### config.mk
export PLATFORM = sky130hd
export DESIGN_NAME = lfsr_sat_counter
export DESIGN_NICKNAME = d
export VERILOG_FILES = /design/src/rtl/lfsr_sat_counter.sv
export SDC_FILE = /design/constraint.sdc
export NUM_CORES = 1
export LEC_CHECK = 0
export BUFFER_PORTS_ARGS = -buffer_cell sky130_fd_sc_hd__clkbuf_2
export CAP_MARGIN = 25
export CORE_UTILIZATION = 40
export DETAILED_ROUTE_END_ITERATION = 16
export GPL_TIMING_DRIVEN = 0
export SYNTH_ARGS = -nofsm -noshare
export SYNTH_HDL_FRONTEND = slang
export SYNTH_SLANG_ARGS = --single-unit
### constraint.sdc
create_clock -name clk -period 4.7 [get_ports clk]
set_clock_uncertainty 0.15 [all_clocks]
set_input_delay 0.47 -clock clk [delete_from_list [all_inputs] [get_ports clk]]
set_output_delay 0.47 -clock clk [all_outputs]
set_load 0.005 [all_outputs]
### src/rtl/lfsr_sat_counter.sv
// Saturating up-counter with synchronous clear; holds at all-ones.
module lfsr_sat_counter #(
  parameter int WIDTH = 16
) (
  input  logic             clk,
  input  logic             rst_n,
  input  logic             inc_i,
  input  logic             clr_i,
  output logic [WIDTH-1:0] cnt_o
);

  logic [WIDTH-1:0] cnt_q;

  always_ff @(posedge clk or negedge rst_n) begin
    if (!rst_n) begin
      cnt_q <= '0;
    end else if (clr_i) begin
      cnt_q <= '0;
    end else if (inc_i && (cnt_q != '1)) begin
      cnt_q <= cnt_q + 1'b1;
    end
  end

  assign cnt_o = cnt_q;

endmodule

==> insert_results.sql <==
INSERT INTO impl_metrics (metric_group, metric, value, unit) VALUES
('clocking', 'cts_hold_buf', '1', ''),
('placed_design', 'place.gp.congestion', '0.809', ''),
('timing', 'final-max-slew-violation-count', '0', ''),
('timing', 'finalSetupViolCount', '0', ''),
('die', 'count_of_boundary_i_o_pins', '20', ''),
('clocking', 'worst_skew_pair.late_latency', '0.29', 'ns'),
('timing', 'fmax', '452', 'MHz'),
('finish', 'seqCellArea', '400', 'um2'),
('power_and_ir_drop', 'pwr_cell_area', '225', 'nW/um2'),
('timing', 'timing.final.hold_violations', '0', ''),
('clocking', 'cts_setup_buffers', '0', ''),
('timing', 'final.hold.worst_slack', '0.318', 'ns'),
('clocking', 'post_cts.resized_instances', '0', ''),
('clocking', 'cts_tree', 'done', ''),
('logic_synthesis', 'synth_seq_area_share', '42.5', '%'),
('finish', 'layout-drive-gt1-share', '27.0', '%'),
('power_and_ir_drop', 'peakVddDrop', '0.102', 'mV'),
('timing', 'totalNegativeSetupSlack', '0', 'ns'),
('critical_path', 'worst-endpoint-required', '4.73', 'ns'),
('die', 'die-width', '50.5', 'um'),
('clocking', 'cts-buffers-inserted', '3', ''),
('global_route', 'global_routing_usage_on_met1', '28.8', '%'),
('finish', 'multi_input_combinational_cell_area', '504', 'um2'),
('critical_path', 'startpoint_type_of_the_worst_setup_path', 'flop', ''),
('critical_path', 'critical_path.slowest_cell', 'nor4_4', ''),
('clocking', 'cts-root-buf', 'clkbuf_4', ''),
('route', 'via_per_inst', '5.89', ''),
('global_route', 'grt_pass1_wl', '3.83', 'mm'),
('timing', 'slew_headroom', '61.5', '%'),
('timing', 'rsz_0062_raised_after_global_routing', 'no', ''),
('logic_synthesis', 'ys_seq_elements', '16', ''),
('route', 'drt_first_pass_iters', '4', ''),
('finish', 'most-common-layout-cells', 'clkbuf_2 (19), dfrtp_1 (16), a21oi_1 (11)', ''),
('logic_synthesis', 'syn-cell-area', '942', 'um2'),
('clocking', 'cts_sinks', '16', ''),
('finish', 'finish.net_count', '128', ''),
('power_and_ir_drop', 'p_int', '191', 'uW'),
('die', 'rows', '17', ''),
('critical_path', 'timing.critical_path.cells', 'ha_1 -> nand4_2 -> nor4_4 -> nor4_1 -> mux2_1', ''),
('logic_synthesis', 'synthDistinctLibCells', '28', ''),
('route', 'first_iter_violations', '9', ''),
('timing', 'worst_pin_slew', '0.573', 'ns'),
('power_and_ir_drop', 'power.sequential.fraction', '56.0', '%'),
('route', 'drc', '0', ''),
('route', 'postRouteAntennaNets', '0', ''),
('finish', 'largest_register_ffs', '16', ''),
('die', 'die-height', '50.5', 'um'),
('critical_path', 'critical_path.endpoint_type', 'flop', ''),
('global_route', 'grt_overflow_total', '0', ''),
('global_route', 'top_usage_layer', 'met2', ''),
('clocking', 'clock_transition_at_the_registers_of_the_reported_paths', '0.10', 'ns'),
('timing', 'fin_crit_sh', '47.0', '%'),
('status', 'outcome', 'completed', ''),
('global_route', 'gr-usage-all-layers', '20.1', '%'),
('critical_path', 'path_max_fanout', '10', ''),
('finish', 'finish.utilization', '50.6', '%'),
('power_and_ir_drop', 'switching_power', '60.2', 'uW'),
('critical_path', 'worst-path-buf-inv', '0', ''),
('route', 'vias', '883', ''),
('clocking', 'cts_buffer_depth', '2', ''),
('logic_synthesis', 'yosysWarningCount', '0', ''),
('logic_synthesis', 'postSynthAreaPerCell', '9.61', 'um2'),
('critical_path', 'critical_path.max_stage_delay', '0.59', 'ns'),
('critical_path', 'start_to_end_type_of_the_worst_setup_path', 'reg -> reg', ''),
('logic_synthesis', 'syn_nets', '103', ''),
('timing', 'finalWorstPathRequiredPeriod', '2.21', 'ns'),
('critical_path', 'critical_path_depth', '5', ''),
('critical_path', 'worstPathArrival', '2.24', 'ns'),
('finish', 'final.fill_count', '231', ''),
('finish', 'area_growth', '18.7', '%'),
('global_route', 'global_route.usage.met2', '30.0', '%');
layer usage:
metal	wire, um	vias to the layer above
met5	0	-
met4	21	0
met3	77	4
li1	-	430
met2	1050	19
met1	1080	430
worst reg2reg max path, stage by stage, from the launching register on:
cell and delay [ns]:
dfrtp_1 0.45, ha_1 0.26, nand4_2 0.16, nor4_4 0.59, nor4_1 0.16, mux2_1 0.33
cells by family after synthesis:
group           Yosys count  share of synthesized area [%]
simple gates             45                           31.2
compound gates           24                           16.2
flops                    16                           42.5
buf+inv                   8                           3.98
mux                       4                           4.78
fa+ha+maj                 1                           1.33
final cells by class:
type                            instances  area share [%]
Sequential cell                        16            35.8
Timing Repair Buffer                   20            9.40
Clock buffer                            4            3.24
Tap cell                               28            3.13
Multi-Input combinational cell         74            45.1
Buffer                                  5            2.35
Inverter                                3            1.01
worst paths after layout:
check	from	endpoint	slack, ns
min	inc_i	cnt_o[1]	0.32
max	cnt_o[0]	cnt_o[15]	2.49
max in group asynchronous	rst_n	cnt_o[6]	3.62
max reg2reg	cnt_o[0]	cnt_o[15]	2.49
min in group asynchronous	rst_n	cnt_o[13]	0.48
min reg2reg	cnt_o[14]	cnt_o[14]	0.44
cells in the mapped netlist, drive strengths merged:
library cell,count,area [um2]
or4,7,55.1
buf,1,11.3
mux2,4,45.0
nand2,6,22.5
clkbuf,4,15.0
o211ai,1,12.5
nor4,5,46.3
or3,3,20.0
and4,2,20.0
o31ai,7,52.6
nor2,4,15.0
dfrtp,16,400
nor3,1,5.00
nand3b,1,7.51
ha,1,12.5
nand4,7,50.1
a21oi,11,55.1
nor2b,4,25.0
a211oi,1,12.5
and3,2,12.5
o21ai,4,20.0
nand3,3,15.0
inv,3,11.3
power groups by stage:
stage / sequential [uW] / clock [uW] / combinational (uW)
after detailed placement: 143 / 0 / 16.3
after CTS: 141 / 96.0 / 17.1
final: 141 / 93.9 / 16.7
after floorplan: 143 / 0 / 7.77
after global routing: 141 / 103 / 19.5
after global placement: 143 / 0 / 16.1
per-stage QoR:
stage               setup slack, ns  power (uW)  instances
floorplan                      2.80         151         98
global placement               2.54         159        145
detailed placement             2.50         160        145
CTS                            2.45         254        150
global route                   2.37         263        150
finish                         2.49         251        150
Note: power is estimated with default switching activity, not from simulation.
